==> src/rtl/std_cache_pkg.sv <==
// rtl/std_cache_pkg.sv - shared cache types: bypass request/response, ACE transaction kinds, bypass FSM.
package std_cache_pkg;

    localparam int unsigned BypassAddrW = 64;
    localparam int unsigned BypassDataW = 64;
    localparam int unsigned BypassIdW   = 4;

    typedef enum logic [3:0] {
        READ_NO_SNOOP  = 4'd0,
        READ_ONCE      = 4'd1,
        READ_SHARED    = 4'd2,
        READ_UNIQUE    = 4'd3,
        CLEAN_UNIQUE   = 4'd4,
        WRITE_NO_SNOOP = 4'd5,
        WRITE_UNIQUE   = 4'd6,
        WRITE_BACK     = 4'd7
    } ace_trs_t;

    typedef enum logic [3:0] {
        AMO_NONE = 4'd0,
        AMO_LR   = 4'd1,
        AMO_SC   = 4'd2,
        AMO_SWAP = 4'd3,
        AMO_ADD  = 4'd4,
        AMO_AND  = 4'd5,
        AMO_OR   = 4'd6,
        AMO_XOR  = 4'd7
    } amo_t;

    typedef struct packed {
        logic                     req;
        logic [1:0]               reqtype;
        ace_trs_t                 acetype;
        amo_t                     amo;
        logic [BypassIdW-1:0]     id;
        logic [BypassAddrW-1:0]   addr;
        logic [BypassDataW-1:0]   wdata;
        logic                     we;
        logic [BypassDataW/8-1:0] be;
        logic [1:0]               size;
    } bypass_req_t;

    typedef struct packed {
        logic                   gnt;
        logic                   valid;
        logic [BypassDataW-1:0] rdata;
    } bypass_rsp_t;

    typedef enum logic [2:0] {
        IDLE,
        RD_ADDR,
        RD_DATA,
        WR_ADDR_DATA,
        WR_RESP,
        RESP
    } bypass_fsm_t;

    // Returns {arsnoop[3:0], awsnoop[2:0], domain[1:0]}; a type that disagrees with we falls to NoSnoop.
    function automatic logic [8:0] ace_snoop_enc(input ace_trs_t trs, input logic we);
        logic [3:0] ar_snoop;
        logic [2:0] aw_snoop;
        logic [1:0] domain;
        ar_snoop = 4'b0000;
        aw_snoop = 3'b000;
        domain   = 2'b00;
        if (!we) begin
            case (trs)
                READ_ONCE:    domain = 2'b01;
                READ_SHARED:  begin ar_snoop = 4'b0001; domain = 2'b01; end
                READ_UNIQUE:  begin ar_snoop = 4'b0111; domain = 2'b01; end
                CLEAN_UNIQUE: begin ar_snoop = 4'b1011; domain = 2'b01; end
                default:      ;
            endcase
        end else begin
            case (trs)
                WRITE_UNIQUE: domain = 2'b01;
                WRITE_BACK:   aw_snoop = 3'b011;
                default:      ;
            endcase
        end
        return {ar_snoop, aw_snoop, domain};
    endfunction

endpackage

==> src/rtl/std_bypass_responder.sv <==
// rtl/std_bypass_responder.sv - single-outstanding dcache bypass to single-beat ACE bridge.
// Optional response-code checking is enabled by defining STD_BYPASS_RESP_CHECK_EN.
module std_bypass_responder
    import std_cache_pkg::*;
#(
    parameter int unsigned AddrWidth = 64,
    parameter int unsigned DataWidth = 64,
    parameter int unsigned IdWidth   = 4
) (
    input  logic                   clk_i,
    input  logic                   rst_ni,
    input  bypass_req_t            bypass_req_i,
    output bypass_rsp_t            bypass_rsp_o,
    output logic                   ar_valid_o,
    input  logic                   ar_ready_i,
    output logic [AddrWidth-1:0]   ar_addr_o,
    output logic [2:0]             ar_size_o,
    output logic [IdWidth-1:0]     ar_id_o,
    output logic [3:0]             ar_snoop_o,
    output logic [1:0]             ar_domain_o,
    input  logic                   r_valid_i,
    output logic                   r_ready_o,
    input  logic [DataWidth-1:0]   r_data_i,
    input  logic [3:0]             r_resp_i,
    output logic                   aw_valid_o,
    input  logic                   aw_ready_i,
    output logic [AddrWidth-1:0]   aw_addr_o,
    output logic [2:0]             aw_size_o,
    output logic [IdWidth-1:0]     aw_id_o,
    output logic [2:0]             aw_snoop_o,
    output logic [1:0]             aw_domain_o,
    output logic                   w_valid_o,
    input  logic                   w_ready_i,
    output logic [DataWidth-1:0]   w_data_o,
    output logic [DataWidth/8-1:0] w_strb_o,
    output logic                   w_last_o,
    input  logic                   b_valid_i,
    output logic                   b_ready_o,
    input  logic [1:0]             b_resp_i,
    output logic                   err_o
);

    localparam int unsigned StrbWidth = DataWidth / 8;

    bypass_fsm_t            state_q;
    bypass_req_t            req_q;
    logic [BypassDataW-1:0] rdata_q;
    logic                   valid_q, err_q;
    logic                   ar_valid_q, r_ready_q, aw_valid_q, w_valid_q, b_ready_q;
    logic                   aw_done_q, w_done_q;

    logic       gnt;
    logic       aw_hs, w_hs;
    logic       r_err_d, b_err_d;
    logic [8:0] snoop_enc;

    assign gnt   = bypass_req_i.req && (state_q == IDLE) && rst_ni;
    assign aw_hs = aw_valid_q && aw_ready_i;
    assign w_hs  = w_valid_q && w_ready_i;

`ifdef STD_BYPASS_RESP_CHECK_EN
    // SLVERR and DECERR both have bit 1 set; OKAY/EXOKAY do not.
    assign r_err_d = r_resp_i[1];
    assign b_err_d = b_resp_i[1];
`else
    assign r_err_d = 1'b0;
    assign b_err_d = 1'b0;
`endif

    always_ff @(posedge clk_i) begin
        if (!rst_ni) begin
            state_q    <= IDLE;
            req_q      <= '0;
            rdata_q    <= '0;
            valid_q    <= 1'b0;
            err_q      <= 1'b0;
            ar_valid_q <= 1'b0;
            r_ready_q  <= 1'b0;
            aw_valid_q <= 1'b0;
            w_valid_q  <= 1'b0;
            b_ready_q  <= 1'b0;
            aw_done_q  <= 1'b0;
            w_done_q   <= 1'b0;
        end else begin
            unique case (state_q)
                IDLE: if (gnt) begin
                    req_q <= bypass_req_i;
                    if (bypass_req_i.amo != AMO_NONE) begin
                        rdata_q <= {BypassDataW{1'b1}};
                        valid_q <= 1'b1;
                        state_q <= RESP;
                    end else if (!bypass_req_i.we) begin
                        rdata_q    <= '0;
                        ar_valid_q <= 1'b1;
                        state_q    <= RD_ADDR;
                    end else begin
                        rdata_q    <= '0;
                        aw_valid_q <= 1'b1;
                        w_valid_q  <= 1'b1;
                        aw_done_q  <= 1'b0;
                        w_done_q   <= 1'b0;
                        state_q    <= WR_ADDR_DATA;
                    end
                end
                RD_ADDR: if (ar_ready_i) begin
                    ar_valid_q <= 1'b0;
                    r_ready_q  <= 1'b1;
                    state_q    <= RD_DATA;
                end
                RD_DATA: if (r_valid_i) begin
                    r_ready_q <= 1'b0;
                    rdata_q   <= r_err_d ? {BypassDataW{1'b1}} : BypassDataW'(r_data_i);
                    err_q     <= r_err_d;
                    valid_q   <= 1'b1;
                    state_q   <= RESP;
                end
                WR_ADDR_DATA: begin
                    if (aw_hs) begin
                        aw_valid_q <= 1'b0;
                        aw_done_q  <= 1'b1;
                    end
                    if (w_hs) begin
                        w_valid_q <= 1'b0;
                        w_done_q  <= 1'b1;
                    end
                    if ((aw_done_q || aw_hs) && (w_done_q || w_hs)) begin
                        b_ready_q <= 1'b1;
                        state_q   <= WR_RESP;
                    end
                end
                WR_RESP: if (b_valid_i) begin
                    b_ready_q <= 1'b0;
                    rdata_q   <= b_err_d ? {BypassDataW{1'b1}} : '0;
                    err_q     <= b_err_d;
                    valid_q   <= 1'b1;
                    state_q   <= RESP;
                end
                RESP: begin
                    valid_q <= 1'b0;
                    err_q   <= 1'b0;
                    state_q <= IDLE;
                end
                default: state_q <= IDLE;
            endcase
        end
    end

    assign snoop_enc = ace_snoop_enc(req_q.acetype, req_q.we);

    assign bypass_rsp_o.gnt   = gnt;
    assign bypass_rsp_o.valid = valid_q;
    assign bypass_rsp_o.rdata = rdata_q;

    assign ar_valid_o  = ar_valid_q;
    assign ar_addr_o   = AddrWidth'(req_q.addr);
    assign ar_size_o   = {1'b0, req_q.size};
    assign ar_id_o     = IdWidth'(req_q.id);
    assign ar_snoop_o  = snoop_enc[8:5];
    assign ar_domain_o = snoop_enc[1:0];
    assign r_ready_o   = r_ready_q;

    assign aw_valid_o  = aw_valid_q;
    assign aw_addr_o   = AddrWidth'(req_q.addr);
    assign aw_size_o   = {1'b0, req_q.size};
    assign aw_id_o     = IdWidth'(req_q.id);
    assign aw_snoop_o  = snoop_enc[4:2];
    assign aw_domain_o = snoop_enc[1:0];
    assign w_valid_o   = w_valid_q;
    assign w_data_o    = DataWidth'(req_q.wdata);
    assign w_strb_o    = StrbWidth'(req_q.be);
    assign w_last_o    = 1'b1;
    assign b_ready_o   = b_ready_q;

    assign err_o = err_q;

    logic unused_ok;
    assign unused_ok = ^{req_q.req, req_q.reqtype, req_q.amo, r_resp_i, b_resp_i};

endmodule

==> config.mk <==
export PLATFORM = sky130hd
export DESIGN_NAME = std_bypass_responder
export DESIGN_NICKNAME = d
export VERILOG_FILES = /design/src/rtl/std_cache_pkg.sv /design/src/rtl/std_bypass_responder.sv
export SDC_FILE = /design/constraint.sdc
export NUM_CORES = 1
export LEC_CHECK = 0
export CAP_MARGIN = 20
export CORE_AREA = 2 2 209 211
export DETAILED_ROUTE_END_ITERATION = 8
export DIE_AREA = 0 0 211 213
export GPL_TIMING_DRIVEN = 0
export MAX_ROUTING_LAYER = met4
export SLEW_MARGIN = 10
export SYNTH_ARGS = -nofsm -noshare
export SYNTH_HDL_FRONTEND = slang
export SYNTH_SLANG_ARGS = --single-unit
==> constraint.sdc <==
create_clock -name clk_i -period 3 [get_ports clk_i]
set_input_delay 0.45 -clock clk_i [delete_from_list [all_inputs] [get_ports clk_i]]
set_output_delay 0.45 -clock clk_i [all_outputs]
set_load 0.01 [all_outputs]
==> results of run 1 <==
worst paths after layout:
check                             from                        end  depth (start not counted)
min                             rst_ni    state_q[1]$_SDFFE_PN0P_                          3
max                  bypass_req_i[153]           bypass_rsp_o[65]                          7
max reg2reg    state_q[2]$_SDFFE_PN0P_   rdata_q[44]$_SDFFE_PN0P_                          5
min reg2reg  w_data_o[45]$_SDFFE_PN0P_  w_data_o[45]$_SDFFE_PN0P_                          2
routing by layer:
metal  global-route usage (%)  share of wire, %  up-vias
met1                    17.01                38     4441
met4                    4.832               2.5        0
met2                    29.42                51      402
met3                    5.177               8.6       62
li1                         -                 -     4756
met5                        -                 0        -
worst min-delay path: stages:
cell and delay [ns]:
buf_2 0.15, o21ai_0 0.15, a221oi_1 0.07
timing repair:
item / in CTS / in global routing
setup endpoints to repair: 4 / 1
resized for setup: 5 / 1
endpoints found under the hold margin: 0 / 0
state kept, by name (all words and copies together) (netlist names), 2 cells and up:
register and flops:
ar_addr_o 64, rdata_q 64, w_data_o 64, w_strb_o 8, req_q 5, ar_id_o 4, state_q 3, ar_size_o 2
power by group:
group	leakage [nW]	total (mW)	switching [mW]	internal, mW
registers	1.82	4.32	0.574	3.74
clock network	0.466	3.42	1.30	2.12
logic	5.13	5.56	2.25	3.32
total	7.42	13.3	4.12	9.18
final cells by class:
type	instances	area, um2
repair buffers	512	5125
plain buffers	303	2117
multi-input cells	651	3465
inverters	3	18.77
well taps	546	683.2
flip-flops and latches	222	4446
clock buffers	35	765.7
clock inverters	12	160.2
fillers	4279	25920
cells by family (layout without fill, tap and decap cells):
kind of cell | Yosys count | in the layout | synth area share (%)
buffers and inverters | 308 | 865 | 21.30
XOR/XNOR | 1 | 1 | 0.08743
other | 2 | 7 | 0.07495
AND/OR/NAND/NOR | 548 | 548 | 24.93
AO/OA/AOI/OAI | 95 | 95 | 9.253
flip-flops | 222 | 222 | 44.36
cells in the final DEF, fill, tap and decap left out, types with 2 or more instances in the layout:
cell type        count
a31oi_1              3
inv_1                2
nand2b_1             2
clkinv_2             8
buf_4              235
nand3_1            152
bufinv_16            4
nand2_1            302
nor3b_1              3
dfxtp_1            221
a21o_1               2
or3b_2               2
o211a_1              2
nor2b_1              3
buf_6                9
conb_1               7
clkdlybuf4s50_1    512
o21ai_0              8
clkbuf_16           27
clkbuf_1            25
buf_1               12
a221oi_1             2
clkbuf_8             6
buf_2               24
a21oi_1              6
and2_1              64
a21boi_0             2
nor2_1               9
o221a_2             49
o221a_1             15
through the flow:
stage | TNS [ns] | setup WS (ns) | hold WS, ns | total power, mW
final | 0 | 0.1230 | 0.3400 | 13.30
after CTS | 0 | 0.06206 | 0.3032 | 13.46
after detailed placement | -0.2278 | -0.2278 | 0.4453 | 9.980
after global routing | 0 | 0.02371 | 0.3379 | 14.04
after floorplan | 0 | 0.9718 | 0.4344 | 7.038
after global placement | -0.2230 | -0.2230 | 0.4425 | 9.924
==> results.sh, run 1 <==
export IMPL_status="finished, final reports clean"
export IMPL_grt_pass1_wl_mm=55.31
export IMPL_drt_pass1_iter_count=6
export IMPL_synthTopCellsByArea="dfxtp_1, buf_4, nand2_1, nand3_1, o221a_2"
export IMPL_synthFlopType="dfxtp_1"
export IMPL_cp_arrival_ns=2.43
export IMPL_synth_most_common_cell="nand2_1"
export IMPL_ys_ff_latch=222
export IMPL_async_flop_share_pct=0
export IMPL_fin_crit_ns=2.877
export IMPL_antenna_cells=0
export IMPL_dpl_cell_area_um2=15850
export IMPL_die_h_um=213
export IMPL_routedWlPerCell_um=16.38
export IMPL_cts_clk_slew_worst_paths_ns=0.06
export IMPL_final_util_pct=39.30
export IMPL_dp_hpwl_mm=30.03
export IMPL_vias_per_cell=4.230
export IMPL_cts_tree="built"
export IMPL_design_core_area_um2=42700
export IMPL_ir_worst_vdd_v=0.0004910
export IMPL_htreeDepth=1
export IMPL_ios=529
export IMPL_synth_edf_count=0
export IMPL_skew_ns=0.01015
export IMPL_num_rows=76
export IMPL_synth_top_area_cell="dfxtp_1"
export IMPL_worstSetupPathType="input port to output pin"
export IMPL_fmaxAchievable_mhz=347.6
export IMPL_crit_buf_inv=5
export IMPL_synth_seq_area_share_pct=44.36
export IMPL_design_area_um2=16780
export IMPL_syn_area_per_cell_um2=8.520
export IMPL_wl_mm=37.40
export IMPL_cpPeakStageDelay_ns=0.52
export IMPL_synthCells=1176
export IMPL_die_area_um2=44940
export IMPL_cts_root_buf="clkbuf_16"
export IMPL_slew_headroom_pct=49.52
export IMPL_grt_use_total_pct=16.32
export IMPL_cts_sinks=222
export IMPL_drive_gt1_share_pct=21.29
export IMPL_antenna_found_initial=0
export IMPL_max_cap_violations=0
export IMPL_worstPathRequired_ns=2.55
export IMPL_final_hold_violation_count=0
export IMPL_reg2reg_slack_ns=1.05
export IMPL_synth_cell_types=43
export IMPL_gp_congestion=0.8633
export IMPL_drtIter0Drc=361
export IMPL_ys_warn_count=0
export IMPL_port_buffers=512
export IMPL_crit_path_top_delay_cell="clkdlybuf4s50_1"
export IMPL_clock_latency_ns=0.54
export IMPL_place_inst=2239
export IMPL_endpoint_kind="output pin"
export IMPL_grt_max_degree=15
export IMPL_syn_to_final_growth_pct=67.47
export IMPL_p_leak_nw=7.420
export IMPL_drv_slew=0
export IMPL_syn_area_um2=10020
export IMPL_synth_top_area_share_pct=44.36
export IMPL_initial_core_util_pct=23.47
export IMPL_fin_nets=1950
export IMPL_vias=9661
export IMPL_start_kind="input port"
export IMPL_numCtsBuffers=26
export IMPL_grt_pass1_vias=9787
export IMPL_finalSetupViolCount=0
export IMPL_grt_overflow_total=0
export IMPL_powerDensity_nw_per_um2=792.5
export IMPL_hp_class="input port to flop"
export IMPL_worst_slew_pin_slew_ns=0.7571
export IMPL_rsz0062_at_grt="no"
export IMPL_route_detailed_drc=0
export IMPL_cp_max_fo=14
export IMPL_synth_common_cells="nand2_1, buf_4, dfxtp_1"
export IMPL_post_cts_buffers=0
export IMPL_crit_chain="clkdlybuf4s50_1 -> nand2_1 -> or4_1 -> buf_4 -> inv_8 -> buf_4 -> clkdlybuf4s50_1"
export IMPL_detail_route_antenna_nets=0
export IMPL_critPathTopFamily="buffers and inverters"
export IMPL_instances_no_fill=2284
export IMPL_period_share_pct=95.90
export IMPL_fp_dieW_um=211
export IMPL_cts_buffer_depth=3
export IMPL_cts_hold_fix_buffers=0
Note: power is estimated with default switching activity, not from simulation.
==> inputs of run 2 (changes only) <==
--- a/config.mk
+++ b/config.mk
@@ -9,7 +9,6 @@
 export CORE_AREA = 2 2 209 211
 export DETAILED_ROUTE_END_ITERATION = 8
 export DIE_AREA = 0 0 211 213
-export GPL_TIMING_DRIVEN = 0
 export MAX_ROUTING_LAYER = met4
 export SLEW_MARGIN = 10
 export SYNTH_ARGS = -nofsm -noshare
==> results.sh, run 2 (synthesized netlist as in run 1, its figures left out) <==
export IMPL_cts_hold_fix_buffers=0
export IMPL_vias=8603
export IMPL_period_share_pct=94.81
export IMPL_post_cts_resized=1
export IMPL_gp_congestion=0.7884
export IMPL_grt_overflow_total=0
export IMPL_powerDensity_nw_per_um2=810.8
export IMPL_final_cell_mix="clkdlybuf4s50_1, nand2_1, dfxtp_1"
export IMPL_worstPathRequired_ns=2.55
export IMPL_die_h_um=213
export IMPL_worstSetupPathType="flop to output pin"
export IMPL_max_cap_violations=0
export IMPL_cts_root_buf="clkbuf_16"
export IMPL_fin_crit_ns=2.844
export IMPL_post_cts_buffers=0
export IMPL_cp_max_fo=7
export IMPL_grt_use_total_pct=13.86
export IMPL_num_rows=76
export IMPL_htreeDepth=1
export IMPL_status="finished, final reports clean"
export IMPL_syn_to_final_growth_pct=47.29
export IMPL_cts_clk_slew_worst_paths_ns=0.06
export IMPL_p_leak_nw=6.042
export IMPL_drv_slew=0
export IMPL_drive_gt1_share_pct=7.607
export IMPL_start_kind="flop"
export IMPL_vias_per_cell=4.314
export IMPL_fp_dieW_um=211
export IMPL_antenna_found_initial=6
export IMPL_final_hold_violation_count=0
export IMPL_hp_class="input port to flop"
export IMPL_fin_nets=1664
export IMPL_grt_max_degree=150
export IMPL_routedWlPerCell_um=16.22
export IMPL_dp_hpwl_mm=23.06
export IMPL_swShare_pct=31.51
export IMPL_port_buffers=513
export IMPL_cp_arrival_ns=2.39
export IMPL_endpoint_kind="output pin"
export IMPL_internal_power_mw=8.196
export IMPL_cts_sinks=222
export IMPL_clock_latency_ns=0.54
export IMPL_wl_mm=32.34
export IMPL_grt_pass1_vias=8257
export IMPL_route_detailed_drc=0
export IMPL_place_inst=1950
export IMPL_drt_pass1_iter_count=4
export IMPL_setup_tns_ns=0
export IMPL_skew_ns=0.01023
export IMPL_detail_route_antenna_nets=0
export IMPL_drtIter0Drc=606
export IMPL_ios=529
export IMPL_initial_core_util_pct=23.47
export IMPL_slew_headroom_pct=26.23
export IMPL_fmaxAchievable_mhz=351.6
export IMPL_ir_worst_vdd_v=0.0004292
export IMPL_clkPwrFrac_pct=26.4
export IMPL_instances_no_fill=1994
export IMPL_die_area_um2=44940
export IMPL_power_frac_comb_pct=37.7
export IMPL_grt_pass1_wl_mm=47.69
export IMPL_rsz0062_at_grt="no"
export IMPL_worst_slew_pin_slew_ns=1.107
export IMPL_netSwitchingPower_mw=3.770
export IMPL_design_core_area_um2=42700
export IMPL_cts_buffer_depth=3
export IMPL_numCtsBuffers=27
export IMPL_seqPwrFrac_pct=36.0
export IMPL_final_common_cell="clkdlybuf4s50_1"
export IMPL_finalSetupViolCount=0
export IMPL_cts_tree="built"
-- run 2: cell count changes in the layout (fill, tap and decap cells not counted), moves of 2 or more --
| cell | previous run | this run |
|---|---|---|
| buf_4 | 235 | 11 |
| buf_2 | 24 | 0 |
| clkbuf_1 | 25 | 7 |
| buf_1 | 12 | 0 |
| buf_6 | 9 | 1 |
| clkinv_2 | 8 | 0 |
| buf_12 | 0 | 4 |
| bufinv_16 | 4 | 2 |
| diode_2 | 0 | 2 |
-- run 2: routing by layer --
metal | vias to the layer above | part of all wire, % | global-route usage, %
met3 | 57 | 9.0 | 4.177
met1 | 3977 | 40 | 15.69
met5 | - | 0 | -
met4 | 0 | 2.5 | 3.813
met2 | 385 | 49 | 23.74
li1 | 4184 | - | -
-- run 2: worst paths after layout --
path                            slack, ns                      start  cells past startpoint                         to
worst max-delay path                 0.16    req_q[149]$_SDFFE_PN0P_                      4              ar_snoop_o[1]
worst min-delay path                 0.42                     rst_ni                      5       valid_q$_SDFFE_PN0P_
worst max register to register       0.85    state_q[2]$_SDFFE_PN0P_                      4  w_data_o[44]$_SDFFE_PN0P_
worst min register to register       0.45  w_data_o[54]$_SDFFE_PN0P_                      2  w_data_o[54]$_SDFFE_PN0P_
-- run 2: cell type report --
cell class                      instances  area, um2
Timing Repair Buffer                  528       5299
Antenna cell                            2      5.005
Tap cell                              546      683.2
Inverter                                3      13.76
Clock buffer                           39      770.7
Fill cell                            4329      27940
Sequential cell                       222       4444
Multi-Input combinational cell        651       3475
Clock inverter                          3      67.56
-- run 2: stage by stage --
stage                     instance area (um2)  power (mW)  utilization (%)  hold WS [ns]  setup slack (ns)
after detailed placement                13910       8.910            32.58        0.4435            0.3197
after CTS                               14750       12.16            34.55        0.3858            0.1100
after global placement                  13910       8.864            32.58        0.4415            0.3629
after global routing                    14760       12.65            34.57        0.4264           0.03063
after floorplan                         10040       7.038                -        0.4344            0.9718
final                                   14760       11.97            34.57        0.4168            0.1557
-- run 2: critical path, stage by stage, from the launching register on --
cell and delay (ns):
dfxtp_1 0.45, or3b_2 0.51, nor3_2 0.23, or2_2 0.16
clkdlybuf4s50_1 0.52
-- run 2: power by group through the flow --
stage / combinational (mW) / clock (mW) / sequential, mW
finish: 4.51 / 3.16 / 4.30
floorplan: 2.70 / 0 / 4.34
CTS: 4.58 / 3.27 / 4.30
detailed placement: 4.57 / 0 / 4.34
global route: 4.86 / 3.39 / 4.40
global placement: 4.54 / 0 / 4.33
